### config.mk
export PLATFORM = sky130hd
export DESIGN_NAME = cr_register_file
export DESIGN_NICKNAME = d
export VERILOG_FILES = /design/src/rtl/cr_register_file_pkg.sv /design/src/rtl/cr_register_file_slot.sv /design/src/rtl/cr_register_file.sv
export SDC_FILE = /design/constraint.sdc
export NUM_CORES = 1
export LEC_CHECK = 0
export CAP_MARGIN = 30
export CORE_UTILIZATION = 46
export CTS_CLUSTER_DIAMETER = 120
export DETAILED_ROUTE_END_ITERATION = 7
export PLACE_DENSITY = 0.86
export SYNTH_ARGS = -nofsm -noshare
export SYNTH_HDL_FRONTEND = slang
export SYNTH_SLANG_ARGS = --single-unit
### constraint.sdc
create_clock -name clk -period 13 [get_ports clk]
set_input_delay 3.25 -clock clk [delete_from_list [all_inputs] [get_ports clk]]
set_output_delay 3.25 -clock clk [all_outputs]
set_load 0.01 [all_outputs]
### src/rtl/cr_register_file_pkg.sv
// ============================================================================
// Package : cr_register_file_pkg
// Purpose : Shared condition-register types and constants for the CR rename
//           register file and its per-field slots.
// Contents: CR_FIELDS   - number of 4-bit CR fields
//           CR_FIELD_W  - width of one CR field
//           cr_field_t  - one CR field, bit 0 is the MSB (big-endian numbering)
//           popcount8   - number of set bits in an 8-bit vector
// Revision: 1.0 - initial release
// ============================================================================
`default_nettype none

package cr_register_file_pkg;

  localparam int CR_FIELDS  = 8;
  localparam int CR_FIELD_W = 4;

  typedef logic [0:3] cr_field_t;

  function automatic logic [3:0] popcount8(input logic [0:7] v);
    logic [3:0] n;
    n = '0;
    for (int i = 0; i < 8; i++) begin
      n = n + {3'b000, v[i]};
    end
    return n;
  endfunction

endpackage

`default_nettype wire

### src/rtl/cr_register_file_slot.sv
// ============================================================================
// Module  : cr_field_slot
// Purpose : One CR field of the rename register file. Holds the field value,
//           its busy bit and the producer tag, performs the write-back tag
//           compare and flags write-backs that are rejected.
// Ports   : clk, rst          - clock, synchronous active-high reset
//           alloc_i           - this field is claimed by dispatch this cycle
//           alloc_rs_id_i     - producer ID for the claim
//           flush_i           - clear busy (tag and value retained)
//           wb_wr_i           - qualified write-back write to this field
//           wb_rs_id_i        - producer ID carried by the write-back
//           wb_data_i         - write-back field data
//           value_o/busy_o/tag_o - field state for dispatch
//           reject_o          - write-back to this field was dropped
// Config  : CR_BYPASS_EN - value_o/busy_o show a committing write-back in
//           the same cycle; registered state is unaffected.
// Revision: 1.0 - initial release
// ============================================================================
`default_nettype none

module cr_field_slot
  import cr_register_file_pkg::*;
#(
  parameter int RS_ID_WIDTH = 5
) (
  input  logic                   clk,
  input  logic                   rst,
  input  logic                   alloc_i,
  input  logic [RS_ID_WIDTH-1:0] alloc_rs_id_i,
  input  logic                   flush_i,
  input  logic                   wb_wr_i,
  input  logic [RS_ID_WIDTH-1:0] wb_rs_id_i,
  input  cr_field_t              wb_data_i,
  output cr_field_t              value_o,
  output logic                   busy_o,
  output logic [RS_ID_WIDTH-1:0] tag_o,
  output logic                   reject_o
);

  cr_field_t              value_q, value_d;
  logic                   busy_q,  busy_d;
  logic [RS_ID_WIDTH-1:0] tag_q,   tag_d;
  logic                   commit;

  // Compare uses the pre-flush busy/tag, so a write-back racing a flush
  // can still land.
  assign commit   = wb_wr_i & busy_q & (wb_rs_id_i == tag_q);
  assign reject_o = wb_wr_i & ~commit;

  always_comb begin
    value_d = value_q;
    busy_d  = busy_q;
    tag_d   = tag_q;
    if (commit) begin
      value_d = wb_data_i;
      busy_d  = 1'b0;
    end
    if (flush_i) begin
      busy_d = 1'b0;
    end
    // A same-cycle claim is ordered after commit and flush.
    if (alloc_i) begin
      busy_d = 1'b1;
      tag_d  = alloc_rs_id_i;
    end
  end

  always_ff @(posedge clk) begin
    if (rst) begin
      value_q <= '0;
      busy_q  <= 1'b0;
      tag_q   <= '0;
    end else begin
      value_q <= value_d;
      busy_q  <= busy_d;
      tag_q   <= tag_d;
    end
  end

`ifdef CR_BYPASS_EN
  logic show_commit;
  // Reset dominates, so nothing is forwarded while it is asserted.
  assign show_commit = commit & ~rst;
  assign value_o     = show_commit ? wb_data_i : value_q;
  assign busy_o      = show_commit ? alloc_i   : busy_q;
`else
  assign value_o = value_q;
  assign busy_o  = busy_q;
`endif
  assign tag_o = tag_q;

endmodule

`default_nettype wire

### src/rtl/cr_register_file.sv
// ============================================================================
// Module  : cr_register_file
// Purpose : Architected condition register (8 x 4-bit fields) with per-field
//           rename tags. Dispatch tags fields with the producing RS ID; a
//           write-back commits a field only when its RS ID matches the tag.
//           Rejected field writes are counted in a saturating counter.
// Ports   : clk, rst (sync, active-high)
//           alloc_valid/alloc_enable/alloc_rs_id - dispatch claims
//           flush                                 - clear all busy bits
//           wb_valid/wb_rs_id/wb_enable/wb_result - arbiter CR write-back
//           cr_value/cr_busy/cr_tag               - field state out
//           stale_drop_cnt                        - rejected write count
// Config  : CR_BYPASS_EN - forward committing write-back data to cr_value
//           and cr_busy in the same cycle.
// Revision: 1.0 - initial release
// ============================================================================
`default_nettype none

module cr_register_file
  import cr_register_file_pkg::*;
#(
  parameter int RS_ID_WIDTH = 5,
  parameter int DROP_CNT_W  = 16
) (
  input  logic                        clk,
  input  logic                        rst,
  input  logic                        alloc_valid,
  input  logic [0:7]                  alloc_enable,
  input  logic [RS_ID_WIDTH-1:0]      alloc_rs_id,
  input  logic                        flush,
  input  logic                        wb_valid,
  input  logic [0:7][RS_ID_WIDTH-1:0] wb_rs_id,
  input  logic [0:7]                  wb_enable,
  input  logic [0:31]                 wb_result,
  output logic [0:31]                 cr_value,
  output logic [0:7]                  cr_busy,
  output logic [0:7][RS_ID_WIDTH-1:0] cr_tag,
  output logic [DROP_CNT_W-1:0]       stale_drop_cnt
);

  logic [0:7]            reject;
  logic [3:0]            reject_cnt;
  logic [DROP_CNT_W:0]   drop_sum;
  logic [DROP_CNT_W-1:0] drop_cnt_q, drop_cnt_d;

  for (genvar i = 0; i < CR_FIELDS; i++) begin : g_slot
    cr_field_slot #(
      .RS_ID_WIDTH(RS_ID_WIDTH)
    ) u_slot (
      .clk          (clk),
      .rst          (rst),
      .alloc_i      (alloc_valid & alloc_enable[i]),
      .alloc_rs_id_i(alloc_rs_id),
      .flush_i      (flush),
      .wb_wr_i      (wb_valid & wb_enable[i]),
      .wb_rs_id_i   (wb_rs_id[i]),
      .wb_data_i    (wb_result[CR_FIELD_W*i +: CR_FIELD_W]),
      .value_o      (cr_value[CR_FIELD_W*i +: CR_FIELD_W]),
      .busy_o       (cr_busy[i]),
      .tag_o        (cr_tag[i]),
      .reject_o     (reject[i])
    );
  end

  // One extra bit of headroom: its carry-out means the counter would wrap.
  assign reject_cnt = popcount8(reject);
  assign drop_sum   = {1'b0, drop_cnt_q} + {{(DROP_CNT_W-3){1'b0}}, reject_cnt};

  always_comb begin
    drop_cnt_d = drop_sum[DROP_CNT_W-1:0];
    if (drop_sum[DROP_CNT_W]) begin
      drop_cnt_d = '1;
    end
  end

  always_ff @(posedge clk) begin
    if (rst) begin
      drop_cnt_q <= '0;
    end else begin
      drop_cnt_q <= drop_cnt_d;
    end
  end

  assign stale_drop_cnt = drop_cnt_q;

endmodule

`default_nettype wire

==> results of run 1 <==
==> routing by layer <==
metal | track usage | up-vias
met5 | 0 | -
met4 | 0.0858 | 0
met3 | 0.0589 | 19
met2 | 0.456 | 173
met1 | 0.295 | 1937
li1 | - | 2015
==> area by class of cell <==
cell class / count / share of cell area
multi-input combinational: 352 / 0.355
timing repair buffer: 194 / 0.292
sequential: 96 / 0.290
tap: 129 / 0.0243
clock buffer: 10 / 0.0208
clock inverter: 6 / 0.0138
inverter: 7 / 0.00396
==> where the power goes <==
part           total, mW  switching (mW)  internal (mW)
clock              0.221           0.106          0.115
sequential         0.316          0.0101          0.306
combinational      0.154          0.0733         0.0810
total              0.692           0.189          0.502
==> cells in the final DEF (no fill, tap or decap), types with 2 or more instances in the layout <==
| cell | instances |
|---|---|
| a21oi_1 | 56 |
| a21oi_2 | 10 |
| and3_1 | 15 |
| buf_4 | 2 |
| bufinv_16 | 2 |
| clkbuf_8 | 10 |
| clkdlybuf4s50_1 | 192 |
| clkinv_4 | 2 |
| dfxtp_1 | 96 |
| fa_1 | 5 |
| ha_1 | 6 |
| inv_1 | 7 |
| mux2i_1 | 33 |
| nand2_1 | 51 |
| nand2b_1 | 3 |
| nand3_1 | 47 |
| nand3_2 | 10 |
| nand3b_1 | 8 |
| nor2_1 | 35 |
| nor3_1 | 2 |
| nor4_2 | 8 |
| o2111ai_1 | 3 |
| o21ai_0 | 3 |
| xnor2_1 | 11 |
| xor2_1 | 40 |
==> final timing paths <==
kind	startpoint	to	slack (ns)	cells past startpoint
setup / recovery	wb_valid	stale_drop_cnt[6]$_SDFF_PP0_	5.16	18
hold / removal	g_slot[5].u_slot.tag_o[2]$_SDFFE_PP0P_	g_slot[5].u_slot.tag_o[2]$_SDFFE_PP0P_	0.49	2
setup reg to reg	g_slot[0].u_slot.tag_o[0]$_SDFFE_PP0P_	stale_drop_cnt[6]$_SDFF_PP0_	8.20	18
hold reg to reg	g_slot[5].u_slot.tag_o[2]$_SDFFE_PP0P_	g_slot[5].u_slot.tag_o[2]$_SDFFE_PP0P_	0.49	2
==> sequential cells by signal, summed over array words and instances (netlist names) <==
name / flops
g_slot.u_slot.tag_o: 40
stale_drop_cnt: 16
g_slot.u_slot.value_o: 32
g_slot.u_slot.busy_o: 8
==> cells by family after synthesis <==
kind of cell,Yosys count,synth area share
DFF,96,0.431
AOI/OAI and AO/OA,75,0.0960
adders and majority gates,11,0.0393
and+or+nand+nor,182,0.218
xor gates and xnor gates,51,0.100
muxes,33,0.0741
buffers and inverters,38,0.0412
==> per-stage QoR <==
stage / cell area (µm²) / power, mW
2_1_floorplan: 4460 / 0.403
3_3_place_gp: 6400 / 0.471
3_5_place_dp: 6400 / 0.478
4_1_cts: 6630 / 0.696
5_1_grt: 6630 / 0.729
6_report: 6630 / 0.692
==> worst max-delay path: stages <==
cell	delay (ns)
clkdlybuf4s50_1	0.81
and3_1	0.27
nand3_2	0.18
and3_1	0.27
fa_1	0.50
inv_1	0.06
fa_1	0.52
inv_1	0.06
fa_1	0.54
inv_1	0.06
fa_1	0.42
inv_1	0.08
fa_1	0.21
nand3_1	0.13
nand2_1	0.15
nand3_2	0.33
o21a_1	0.22
nor2_1	0.07
==> flow_summary.ini, run 1 <==
[place]
place_ws_ns = 4.78
place_congestion = 0.812
io_buffers = 193
dp_cells = 778
dp_hpwl_mm = 9.49

[detailed_routing]
wire_per_inst_um = 15.9
drt_iter0_drc = 160
viasPerCell = 5.22
vias = 4144
wl_met2_mm = 6.46
wl_met1_mm = 4.93
drcViolationCount = 0
wl_met3_mm = 1.05
drtAntennaViolNets = 0
firstDrtPassIters = 4
postRouteWirelength_mm = 12.6
top_layer_used = met4

[die]
io_pins = 194
rows = 35
core_area_um2 = 9330
die_w_um = 100
initial_core_util = 0.478
die-area_um2 = 10100
die_h_um = 100

[sta]
period_share = 0.603
finalSetupTns_ns = 0
rsz0062_at_grt = no
relSlewSlack = 0.335
setup_violations = 0
setup_ws_ns = 5.16
holdWs_ns = 0.493
fmaxAchievable_mhz = 127
hold_violations = 0
fin_skew_ns = 0.0157
slew_viol_final = 0
worst-slew-pin-transition_ns = 0.997
min_period_ns = 7.84

[logic_synthesis]
synth_cell_type_count = 31
async_reset_ff_frac = 0
synthTopCellsByCount = 96 x dfxtp_1, 56 x a21oi_1, 51 x nand2_1, 47 x nand3_1, 40 x xor2_1
synth_top_area_share = 0.431
syn-instance-count = 486
synth.area.top_cells = dfxtp_1 43%, xor2_1 7.9%, mux2i_1 7.4%
syn_nets = 595
yosysMostFrequentCell = dfxtp_1
syn_area_per_cell_um2 = 9.18
synth_edf_count = 0
ys_seq_elements = 96
synth.cell_area_um2 = 4460
yosysWarningCount = 0
yosysSeqAreaShare = 0.431
ys.flop_type = dfxtp_1
yosysTopAreaCell = dfxtp_1

[cts]
post_cts_resized = 0
cts_setup_buffers = 0
path_clk_slew_ns = 0.10
cts_hold_buffers = 0
cts_tree = built
cts_buffer_depth = 2
cts_buffers = 9
cts_num_sinks = 96
cts.htree.levels = 3
clkLatencyLatePin_ns = 0.37
root_buffer = clkbuf_8

[worst_setup_path]
crit_required_ns = 13.30
cp_data_arrival_time_ns = 8.15
worst_setup_path_end_kind = flop
worstSetupPathType = input port to flop
startpoint_type = input port
crit_fanout = 16

[grt]
grt_pass1_vias = 4085
grt_pass1_wl_mm = 19.7
grt_overflow_total = 0
antenna_found_initial = 0
grtUsageTotal = 0.253
grt_max_degree = 97

[run]
cap_violations = 0

[cells_and_area]
diodes = 0
fillers = 720
regArea_um2 = 1920
fin_util = 0.711
multi_input_area_um2 = 2350
drive_above_1_share = 0.0707
fin_nets = 769
syn2layout_area_growth_pct = 48.7
instances_no_fill = 794

[run_status]
status = completed

[power]
vdd_drop_max_mv = 0.0595
pwr_density_cell_nw_per_um2 = 104
leakage_nw = 2.72

[hold_path]
min_path_type = flop to flop
No activity file was read; power rests on OpenSTA's default activity.
==> run 2: changes to the inputs <==
CORE_UTILIZATION = 38   (was 46)
PLACE_DENSITY = 0.76   (was 0.86)
clock period = 6.65 ns   (was 13 ns; I/O delays follow)
==> run 2 against run 1 <==
  * Sequential power is 96% higher
  * Register-to-register slack worse by 6.1 ns
  * Sequential share of layout area is 0.56 points lower
  * Global-route usage is 5.1 points lower
  * Die area is 21% higher
  * Non-clock buffer count is 3 higher
  * Count of clock-buffer cells in the layout is 1 lower
  * Critical path depth is 1 higher
  * Critical path type unchanged
  * Highest routed layer unchanged
==> flow_summary.ini, run 2 (synthesized netlist as in run 1, its figures left out) <==
[cells_and_area]
fillers = 1002
diodes = 0
largest_reg_flops = 40
syn2layout_area_growth_pct = 51.6
regArea_um2 = 1920
fin_nets = 772
fin_util = 0.592
multi_input_area_um2 = 2350
layout_common_cells = 192 x clkdlybuf4s50_1, 96 x dfxtp_1, 56 x a21oi_1
final_common_cell = clkdlybuf4s50_1
drive_above_1_share = 0.0749

[die]
die_h_um = 110
core_area_um2 = 11400
io_pins = 194
initial_core_util = 0.391
die-area_um2 = 12200
die_w_um = 110
rows = 39

[grt]
grt_pass1_vias = 3846
grt_pass1_wl_mm = 18.6
grtUsageTotal = 0.203
grt_overflow_total = 0
grt_max_degree = 97
antenna_found_initial = 0

[detailed_routing]
viasPerCell = 5.04
drcViolationCount = 0
drtAntennaViolNets = 0
postRouteWirelength_mm = 12.6
vias = 4087
firstDrtPassIters = 4
drt_iter0_drc = 158
wire_per_inst_um = 15.5

[cts]
cts_buffers = 9
clkLatencyLatePin_ns = 0.34
cts_num_sinks = 96
path_clk_slew_ns = 0.07
cts_hold_buffers = 0
cts_buffer_depth = 2
cts_tree = built
root_buffer = clkbuf_16
post_cts_resized = 0
cts_setup_buffers = 0
cts.htree.levels = 3

[worst_setup_path]
worst_setup_path_end_kind = flop
cp_data_arrival_time_ns = 6.24
cp_slowest_stage_delay_ns = 0.53
r2r_start = g_slot[0].u_slot.tag_o[0]$_SDFFE_PP0P_
crit_fanout = 14
crit_required_ns = 6.92
reg2reg_to = stale_drop_cnt[6]$_SDFF_PP0_
crit_top_cell = fa_1
rrSetupSlack_ns = 2.06
crit_chain = clkdlybuf4s50_1, xor2_1, nor4_2, nand3_2, and3_1, fa_1, inv_1, fa_1, inv_1, fa_1, inv_1, fa_1, inv_1, fa_1, nand3_1, nand2_1, nand3_2, o21a_1, nor2_1
startpoint_type = input port
path_delay_family = adder cells
cp_slowest_cell = fa_1
rr_worst_depth = 18
worstSetupPathType = input port to flop
cp_num_buf_inv = 5

[sta]
finalSetupTns_ns = 0
period_share = 0.899
relSlewSlack = 0.328
setup_violations = 0
worst-slew-pin-transition_ns = 1.01
fin_skew_ns = 0.00632
hold_violations = 0
min_period_ns = 5.98
fmaxAchievable_mhz = 167
slew_viol_final = 0
rsz0062_at_grt = no

[place]
dp_hpwl_mm = 9.56
place_congestion = 0.782
io_buffers = 193

[power]
leakage_nw = 2.77
vdd_drop_max_mv = 0.125
pwr_density_cell_nw_per_um2 = 217

[hold_path]
hold-path-endpoint = g_slot[1].u_slot.tag_o[0]$_SDFFE_PP0P_
min_from = g_slot[1].u_slot.tag_o[0]$_SDFFE_PP0P_
whs_path_depth = 2
min_path_type = flop to flop

[run_status]
status = completed

[run]
cap_violations = 0
-- run 2: changes by cell type in the layout (fill, tap and decap cells not counted), sizes merged --
cell      delta
clkinvlp     +1
buf          +3
clkbuf       -1
-- run 2: layout make-up --
type                    count  share of cell area
inverters                   7             0.00389
well taps                 143              0.0265
multi-input cells         352               0.348
repair buffers            197               0.290
clock inverters             7              0.0141
flip-flops and latches     96               0.284
clock buffers               9              0.0333
-- run 2: routing by layer --
layer,up-vias,global-route usage,routed length [µm]
met1,1921,0.248,5260
li1,2021,-,-
met3,16,0.0429,920
met5,-,0,0
met2,129,0.356,6240
met4,0,0.0592,144
-- run 2: worst reg2reg max path: stages, from the launching register on --
cell and delay [ns]:
dfxtp_1 0.33, xor2_1 0.17, nor4_2 0.35, nand3_2 0.11, and3_1 0.22, fa_1 0.50, inv_1 0.05, fa_1 0.52
inv_1 0.05, fa_1 0.53, inv_1 0.06, fa_1 0.43, inv_1 0.08, fa_1 0.20, nand3_1 0.12, nand2_1 0.16
nand3_2 0.34, o21a_1 0.23, nor2_1 0.07
-- run 2: worst max path at each step --
| stage | start | end | slack (ns) | cells past startpoint |
|---|---|---|---|---|
| floorplan | wb_rs_id[35] | stale_drop_cnt[12]$_SDFF_PP0_ | 1.01 | 18 |
| global placement | wb_rs_id[35] | stale_drop_cnt[6]$_SDFF_PP0_ | 0.40 | 19 |
| detailed placement | wb_rs_id[35] | stale_drop_cnt[6]$_SDFF_PP0_ | 0.32 | 19 |
| CTS | wb_rs_id[35] | stale_drop_cnt[6]$_SDFF_PP0_ | 0.65 | 19 |
| global route | wb_rs_id[35] | stale_drop_cnt[6]$_SDFF_PP0_ | 0.47 | 19 |
| finish | wb_rs_id[35] | stale_drop_cnt[6]$_SDFF_PP0_ | 0.67 | 19 |
-- run 2: report_power, final --
group,leakage (nW),switching (mW),internal (mW)
clock,0.156,0.220,0.330
combinational,1.83,0.141,0.159
sequential,0.780,0.0202,0.599
-- run 2: through the flow --
| step | power, mW | cells | hold WS (ns) | instance area, µm² | worst slack [ns] |
|---|---|---|---|---|---|
| final | 1.47 | 811 | 0.485 | 6760 | 0.673 |
| after global routing | 1.54 | 811 | 0.507 | 6760 | 0.468 |
| after CTS | 1.49 | 811 | 0.486 | 6760 | 0.654 |
| after detailed placement | 0.933 | 795 | 0.476 | 6440 | 0.320 |
| after global placement | 0.927 | 795 | 0.471 | 6440 | 0.402 |
| after floorplan | 0.788 | 486 | 0.472 | 4460 | 1.01 |
==> run 3: changes to the inputs <==
SKIP_LAST_GASP = 1   (was default)
==> results of run 3 <==
Same layout as run 2: the final DEF is identical, and so are final timing and power.
